==> src/rtl/sudoku_pkg.sv <==
// sudoku_pkg
//   Shared types and width constants for the sudoku game controller.
//   - state_e   : FSM state encodings (the numeric values appear on the state port)
//   - button_e  : the single button selected each cycle after priority resolution
//   - dir_e     : cursor move direction handed to cursor_mover
//   - PW/NW/CW  : position, number and hidden-cell-count widths, sized for grids up to GRID_MAX
//   - pick_button() : priority encoder start > a > b > up > down > left > right
package sudoku_pkg;

    localparam int unsigned GRID_MAX = 9;
    localparam int unsigned PW = $clog2(GRID_MAX);
    localparam int unsigned NW = $clog2(GRID_MAX + 1);
    localparam int unsigned CW = $clog2(GRID_MAX * GRID_MAX + 1);

    typedef enum logic [2:0] {
        StIdle       = 3'd0,
        StSelectDiff = 3'd1,
        StLoading    = 3'd2,
        StNavigate   = 3'd3,
        StPickNumber = 3'd4,
        StVictory    = 3'd5,
        StDefeat     = 3'd6,
        StPaused     = 3'd7
    } state_e;

    typedef enum logic [2:0] {
        BtnNone,
        BtnStart,
        BtnA,
        BtnB,
        BtnUp,
        BtnDown,
        BtnLeft,
        BtnRight
    } button_e;

    typedef enum logic [2:0] {
        DirNone,
        DirUp,
        DirDown,
        DirLeft,
        DirRight
    } dir_e;

    // Only the highest-priority pressed button is acted on, even when that button has no
    // meaning in the current state; lower-priority buttons in the same cycle are dropped.
    function automatic button_e pick_button(input logic start, input logic a, input logic b,
                                            input logic up, input logic down,
                                            input logic left, input logic right);
        if (start) return BtnStart;
        if (a)     return BtnA;
        if (b)     return BtnB;
        if (up)    return BtnUp;
        if (down)  return BtnDown;
        if (left)  return BtnLeft;
        if (right) return BtnRight;
        return BtnNone;
    endfunction

endpackage

==> src/rtl/cursor_mover.sv <==
// cursor_mover
//   Combinational next-position calculator for the board cursor. Each axis wraps modulo GRID.
//   Up/down move along the row index (up decrements), left/right along the column index
//   (right increments).
// Ports:
//   row, col           : current cursor position
//   dir                : requested move (DirNone leaves the position unchanged)
//   row_next, col_next : position after the move
module cursor_mover import sudoku_pkg::*; #(
    parameter int unsigned GRID = 9
) (
    input  logic [PW-1:0] row,
    input  logic [PW-1:0] col,
    input  dir_e          dir,
    output logic [PW-1:0] row_next,
    output logic [PW-1:0] col_next
);

    localparam logic [PW-1:0] LAST = PW'(GRID - 1);

    always_comb begin
        row_next = row;
        col_next = col;
        case (dir)
            DirUp:    row_next = (row == '0)   ? LAST : row - PW'(1);
            DirDown:  row_next = (row == LAST) ? '0   : row + PW'(1);
            DirLeft:  col_next = (col == '0)   ? LAST : col - PW'(1);
            DirRight: col_next = (col == LAST) ? '0   : col + PW'(1);
            default:  ;
        endcase
    end

endmodule

==> src/rtl/sudoku_game_fsm.sv <==
// sudoku_game_fsm
//   Game controller for a GRID x GRID sudoku: difficulty selection, map load handshake, cursor
//   navigation, number entry with strike counting, play timer, victory/defeat detection.
//   All outputs are registered. Reset is synchronous, active-high.
//
//   Optional feature: define SUDOKU_PAUSE_EN to let start_button pause (NAVIGATE/PICK_NUMBER ->
//   PAUSED) and resume (PAUSED -> NAVIGATE); the timer is frozen while paused. Without the macro,
//   PAUSED is unreachable and start_button is ignored during play.
//
// Ports:
//   clk, reset                : clock, synchronous active-high reset
//   *_button                  : single-cycle button pulses (start, a, b, up, down, left, right)
//   tick_1hz                  : one pulse per second, advances the play timer
//   load_done, hidden_init    : map loader finished, hidden cell count of the loaded map
//   cell_value, cell_visible  : solution value / revealed flag of the cell under the cursor
//   load_req                  : one-cycle map load request
//   wr_en                     : one-cycle reveal of the cell under the cursor
//   error                     : one-cycle pulse on a wrong placement
//   pos_i, pos_j              : cursor row / column
//   difficulty, selected_number, strikes, minutes, seconds, state : game status
module sudoku_game_fsm import sudoku_pkg::*; #(
    parameter int unsigned GRID               = 9,
    parameter int unsigned DIFF_LEVELS        = 3,
    parameter int unsigned MAX_STRIKES        = 3,
    parameter int unsigned TIME_LIMIT_MINUTES = 5,
    localparam int unsigned DW                = $clog2(DIFF_LEVELS),
    localparam int unsigned SW                = $clog2(MAX_STRIKES + 1)
) (
    input  logic          clk,
    input  logic          reset,
    input  logic          up_button,
    input  logic          down_button,
    input  logic          left_button,
    input  logic          right_button,
    input  logic          start_button,
    input  logic          a_button,
    input  logic          b_button,
    input  logic          tick_1hz,
    input  logic          load_done,
    input  logic [CW-1:0] hidden_init,
    input  logic [NW-1:0] cell_value,
    input  logic          cell_visible,
    output logic          load_req,
    output logic          wr_en,
    output logic          error,
    output logic [PW-1:0] pos_i,
    output logic [PW-1:0] pos_j,
    output logic [DW-1:0] difficulty,
    output logic [NW-1:0] selected_number,
    output logic [SW-1:0] strikes,
    output logic [7:0]    minutes,
    output logic [5:0]    seconds,
    output logic [2:0]    state
);

    localparam logic [DW-1:0] DIFF_LAST  = DW'(DIFF_LEVELS - 1);
    localparam logic [NW-1:0] NUM_LAST   = NW'(GRID);
    localparam logic [SW-1:0] STRIKE_MAX = SW'(MAX_STRIKES);
    localparam logic [7:0]    TIME_LIMIT = 8'(TIME_LIMIT_MINUTES);

    state_e        state_q;
    logic [CW-1:0] hidden_q;
    button_e       btn;
    dir_e          dir;
    logic [PW-1:0] row_next;
    logic [PW-1:0] col_next;
    logic          in_play;
    logic          lost;
    logic          won;

    assign state = state_q;

    assign btn = pick_button(start_button, a_button, b_button, up_button, down_button,
                             left_button, right_button);

    always_comb begin
        dir = DirNone;
        case (btn)
            BtnUp:    dir = DirUp;
            BtnDown:  dir = DirDown;
            BtnLeft:  dir = DirLeft;
            BtnRight: dir = DirRight;
            default:  dir = DirNone;
        endcase
    end

    cursor_mover #(
        .GRID(GRID)
    ) u_cursor (
        .row     (pos_i),
        .col     (pos_j),
        .dir     (dir),
        .row_next(row_next),
        .col_next(col_next)
    );

    // End-of-game conditions are evaluated on registered status, so the transition lands one
    // cycle after the last placement / strike / minute that caused it. Defeat outranks victory.
    assign in_play = (state_q == StNavigate) || (state_q == StPickNumber);
    assign lost    = (in_play || (state_q == StPaused)) &&
                     ((strikes == STRIKE_MAX) ||
                      ((difficulty != '0) && (minutes >= TIME_LIMIT)));
    assign won     = in_play && (hidden_q == '0);

    always_ff @(posedge clk) begin
        if (reset) begin
            state_q         <= StIdle;
            hidden_q        <= '0;
            pos_i           <= '0;
            pos_j           <= '0;
            difficulty      <= '0;
            selected_number <= NW'(1);
            strikes         <= '0;
            minutes         <= '0;
            seconds         <= '0;
            load_req        <= 1'b0;
            wr_en           <= 1'b0;
            error           <= 1'b0;
        end else begin
            load_req <= 1'b0;
            wr_en    <= 1'b0;
            error    <= 1'b0;

            // Timer runs only during play; PAUSED is excluded so it stays frozen there.
            if (tick_1hz && in_play) begin
                if (seconds == 6'd59) begin
                    seconds <= '0;
                    if (minutes != 8'hff) begin
                        minutes <= minutes + 8'd1;
                    end
                end else begin
                    seconds <= seconds + 6'd1;
                end
            end

            if (lost) begin
                state_q <= StDefeat;
            end else if (won) begin
                state_q <= StVictory;
            end else begin
                unique case (state_q)
                    StIdle: begin
                        if (btn == BtnStart) state_q <= StSelectDiff;
                    end

                    StSelectDiff: begin
                        case (btn)
                            BtnUp:   difficulty <= (difficulty == DIFF_LAST) ? '0
                                                                             : difficulty + DW'(1);
                            BtnDown: difficulty <= (difficulty == '0) ? DIFF_LAST
                                                                      : difficulty - DW'(1);
                            BtnA: begin
                                // Fresh game: clear everything the previous game left behind.
                                state_q         <= StLoading;
                                load_req        <= 1'b1;
                                pos_i           <= '0;
                                pos_j           <= '0;
                                strikes         <= '0;
                                minutes         <= '0;
                                seconds         <= '0;
                                selected_number <= NW'(1);
                            end
                            default: ;
                        endcase
                    end

                    StLoading: begin
                        if (load_done) begin
                            hidden_q <= hidden_init;
                            state_q  <= StNavigate;
                        end
                    end

                    StNavigate: begin
                        case (btn)
`ifdef SUDOKU_PAUSE_EN
                            BtnStart: state_q <= StPaused;
`endif
                            BtnA: begin
                                if (!cell_visible) state_q <= StPickNumber;
                            end
                            BtnUp, BtnDown, BtnLeft, BtnRight: begin
                                pos_i <= row_next;
                                pos_j <= col_next;
                            end
                            default: ;
                        endcase
                    end

                    StPickNumber: begin
                        case (btn)
`ifdef SUDOKU_PAUSE_EN
                            BtnStart: state_q <= StPaused;
`endif
                            BtnA: begin
                                if (selected_number == cell_value) begin
                                    wr_en    <= 1'b1;
                                    hidden_q <= hidden_q - CW'(1);
                                    state_q  <= StNavigate;
                                end else begin
                                    error <= 1'b1;
                                    if (strikes != STRIKE_MAX) strikes <= strikes + SW'(1);
                                end
                            end
                            BtnB: state_q <= StNavigate;
                            BtnUp: selected_number <= (selected_number == NUM_LAST) ? NW'(1)
                                                          : selected_number + NW'(1);
                            BtnDown: selected_number <= (selected_number <= NW'(1)) ? NUM_LAST
                                                            : selected_number - NW'(1);
                            default: ;
                        endcase
                    end

                    StVictory, StDefeat: begin
                        if (btn == BtnStart) state_q <= StSelectDiff;
                    end

                    StPaused: begin
`ifdef SUDOKU_PAUSE_EN
                        if (btn == BtnStart) state_q <= StNavigate;
`endif
                    end
                endcase
            end
        end
    end

endmodule
==> config.mk <==
export PLATFORM = sky130hd
export DESIGN_NAME = sudoku_game_fsm
export DESIGN_NICKNAME = d
export VERILOG_FILES = /design/src/rtl/sudoku_pkg.sv /design/src/rtl/cursor_mover.sv /design/src/rtl/sudoku_game_fsm.sv
export SDC_FILE = /design/constraint.sdc
export NUM_CORES = 1
export LEC_CHECK = 0
export ABC_AREA = 1
export BUFFER_PORTS_ARGS = -buffer_cell sky130_fd_sc_hd__clkbuf_2
export CAP_MARGIN = 20
export CORE_ASPECT_RATIO = 1.2
export CORE_UTILIZATION = 48
export DETAILED_ROUTE_END_ITERATION = 12
export PLACE_DENSITY_LB_ADDON = 0.3
export REMOVE_ABC_BUFFERS = 1
export SYNTH_ARGS = -nofsm -noshare
export SYNTH_HDL_FRONTEND = slang
export SYNTH_SLANG_ARGS = --single-unit
export TNS_END_PERCENT = 30
==> constraint.sdc <==
create_clock -name clk -period 2.5 [get_ports clk]
set_input_delay 0.5 -clock clk [delete_from_list [all_inputs] [get_ports clk]]
set_output_delay 0.5 -clock clk [all_outputs]
set_load 0.01 [all_outputs]
==> impl_results.md <==
- Core box area: ~6200 sq um
- Logic gate share of total power: a little under three fifths
- Initial antenna violation count: 0
- Clock transition at path regs: roughly 80 ps
- Shortest period the worst path allows: around 2100 ps
- Leading area contributor after synthesis: dfxtp_1
- Layout fillers: around 630
- Final Slew Violations: 0
- Hold depth: 2
- DR WL/cell: around 11 microns
- Final Hold Fails: 0
- Root Driver: clkbuf_8
- Critical-path maximum fanout: 16
- Syn. warnings: 0
- Crit path kind: flip-flop to flip-flop
- Setup Viol. Count Final: 0
- CTS tree: yes
- Initial Util: between 50 and 60%
- Sw power: 1.664 mW
- CTS Buf Count: 5
- Hold Startpoint: hidden_q[1]$_SDFFE_PP0P_
- Slew @ Worst Pin: 541.0 ps
- Htree depth: 2
- Max Cap Viol: 0
- First-pass GRT wire length: 12100 microns
- PD cells: ~940 nW/um^2
- Via count: about 3.2k
- Hold slack: 486.4 ps
- RSZ-0062 raised after global routing: false
- CP arrival: 2330 ps
- PnR Total Power: ~3.4 mW
- Via density: 5.033
- Buffers on Ports: 58
- Clock Latency Late Sink: around 300 ps
- Remaining DRCs: 0
- Rows: 31
- Final ANT Viol Nets: 0
- Synthesized cell area: 3144 sq um
- Clock Tree Buf Depth: 2
- Detailed Route WL: roughly 7300 microns
- Syn avg cell area: approximately 6.3 sq um
- Total die area: ~7000 sq um
- Leakage power: roughly 1.9 nW
- Worst EP required: 2680 ps
- Main synth FF type: dfxtp_1
- Vias in the first global route: 2970
- Clock power share: 12.8%
- Total track usage: 22.17%
- Die height: a little over 90 microns
- CTS Hold Bufs: 0
- Yosys reg bits: 43
- Post-synth EDFFs: 0
- Dominant cells by area after synthesis: dfxtp_1 (27%), nand2_1 (14%), nor2_1 (10%)
- Share of cells above drive strength 1: between 15 and 20%
- CP Capture Type: flip-flop
- Register share of total power: a little under a third
- Internal Power: ~1.7 mW
- Reg-to-Reg End: hidden_q[0]$_SDFFE_PP0P_
- Synthesized instance count: between 500 and 600
- CP startpoint kind: flip-flop
- Seq/Total Area, Yosys: 27.38%
- Max Freq: 467.0 MHz
- Cts repair resizes: 0
- Hold WC Path Type: flip-flop to flip-flop
- Switching Share: between 40 and 50%
- Unique masters post-synth: 35
- Post-synth top area share: a little over a quarter
- Final nets: approximately 600
- Peak supply drop: 0.5731 mV
- Period utilization: between 80% and 90%
- Crit. Startpoint: state[1]$_SDFFE_PP0P_
- TritonCTS Sinks: 43
- DP Wirelength: 5834 microns
- Chip width: 75.89 microns
- Layout area overhead: 14.48%
- R2R setup slack: 360 ps
- Setup_tns: 0 ps
- Setup crit end: hidden_q[0]$_SDFFE_PP0P_
- IO Count: 59
- Drt first pass iters: 4
- Fin util: between 50 and 60%
- Largest net degree at the start of global routing: 21
- Slew headroom: 63.62%
- Async set-reset flop share out of synthesis: 0%
- Worst Skew: 7.109 ps
- Status: complete, no violations
- R2R cell count: 9
- Diodes inserted: 0
- Reg-to-Reg Start: state[1]$_SDFFE_PP0P_
- DR iter-0 viols: 107
- RD Place Congestion: roughly 1.1
- Gr ovfl total: 0
- Setup Fix Bufs, Post-CTS: 0
==> layout by cell type, fill, tap and decap left out, drive strengths merged <==
master,instances
clkinv,3
nand2,130
nand4,8
nand3,31
nor3b,2
dfxtp,43
clkbuf,63
inv,72
xnor2,2
a211oi,1
or2,3
a21oi,24
ha,17
o21ai,39
o211ai,2
nor3,11
o21a,1
o31ai,3
nor2,92
buf,2
xor2,13
==> synthesized netlist by cell type (3+ instances only) <==
cell / n
nor2_1: 85
xor2_1: 13
nor3_1: 10
nand4_1: 8
nand2_2: 7
nand2_4: 5
inv_1: 68
nor2_2: 3
a21oi_1: 23
nand3_1: 30
or2_2: 3
o21ai_0: 35
dfxtp_1: 43
clkbuf_1: 3
nand2_1: 118
o21ai_1: 3
inv_2: 3
o31ai_1: 3
ha_1: 17
nor2_4: 3
==> cells by family (layout without fill, tap and decap cells) <==
group | count (synthesis) | after routing | synth area share (%)
DFF | 43 | 43 | 27.38
and+or+nand+nor | 277 | 277 | 39.91
xor gates and xnor gates | 15 | 15 | 4.178
adders and majority gates | 17 | 17 | 6.765
AOI/OAI and AO/OA | 70 | 70 | 11.94
buffers and inverters | 79 | 140 | 9.829
==> worst min path at each step <==
| stage | to | slack, ps |
|---|---|---|
| final | hidden_q[1]$_SDFFE_PP0P_ | 490 |
| after global routing | hidden_q[6]$_SDFFE_PP0P_ | 480 |
| after CTS | hidden_q[6]$_SDFFE_PP0P_ | 490 |
| after detailed placement | hidden_q[1]$_SDFFE_PP0P_ | 480 |
| after global placement | hidden_q[1]$_SDFFE_PP0P_ | 480 |
| after floorplan | hidden_q[1]$_SDFFE_PP0P_ | 450 |
==> registers in the layout (all words and copies together), names as in the netlist <==
| register | cells |
|---|---|
| difficulty | 2 |
| error | 1 |
| hidden_q | 7 |
| load_req | 1 |
| minutes | 8 |
| pos_i | 4 |
| pos_j | 4 |
| seconds | 6 |
| selected_number | 4 |
| state | 3 |
| strikes | 2 |
| wr_en | 1 |
==> routing by layer <==
| layer | share of wire, % | up-vias | global-route usage (%) |
|---|---|---|---|
| met3 | 3.9 | 13 | 3.906 |
| met4 | 2.4 | 0 | 9.105 |
| li1 | - | 1700 | - |
| met1 | 43 | 1456 | 24.21 |
| met5 | 0 | - | 0 |
| met2 | 51 | 72 | 40.19 |
==> area by class of cell <==
class                   instances  area [sq um]  share of cell area [%]
clock buffers                   5         68.82                   1.912
clock inverters                 3         15.01                  0.4171
inverters                      72         272.8                   7.577
multi-input cells             379          1974                   54.85
flip-flops and latches         43         860.8                   23.91
well taps                      82         102.6                   2.850
repair buffers                 60         305.3                   8.481
==> metrics by stage <==
step / cell area, sq um / setup slack, ps / std cells
after floorplan: 3108 / 712.7 / 494
after CTS: 3600 / 366.8 / 644
after global routing: 3600 / 123.3 / 644
final: 3600 / 358.8 / 644
after detailed placement: 3516 / 377.7 / 636
after global placement: 3516 / 332.4 / 636
==> worst max-delay path, stage by stage, from the launching register on <==
cell and delay, ps:
dfxtp_1 470, nor2_1 100, nand2_2 260, inv_1 290
nand2_1 180, nand3_1 80, a21oi_1 150, nand2_2 210
o21ai_0 210, a21oi_1 60
==> power groups by stage <==
| stage | registers [mW] | logic (mW) | clock network, mW |
|---|---|---|---|
| 5_1_grt | 1.06 | 2.19 | 0.482 |
| 3_5_place_dp | 1.05 | 1.91 | 0 |
| 3_3_place_gp | 1.04 | 1.87 | 0 |
| 4_1_cts | 1.03 | 1.92 | 0.444 |
| 2_1_floorplan | 1.06 | 1.42 | 0 |
| 6_report | 1.03 | 1.92 | 0.433 |
(Power assumes the default switching activity.)
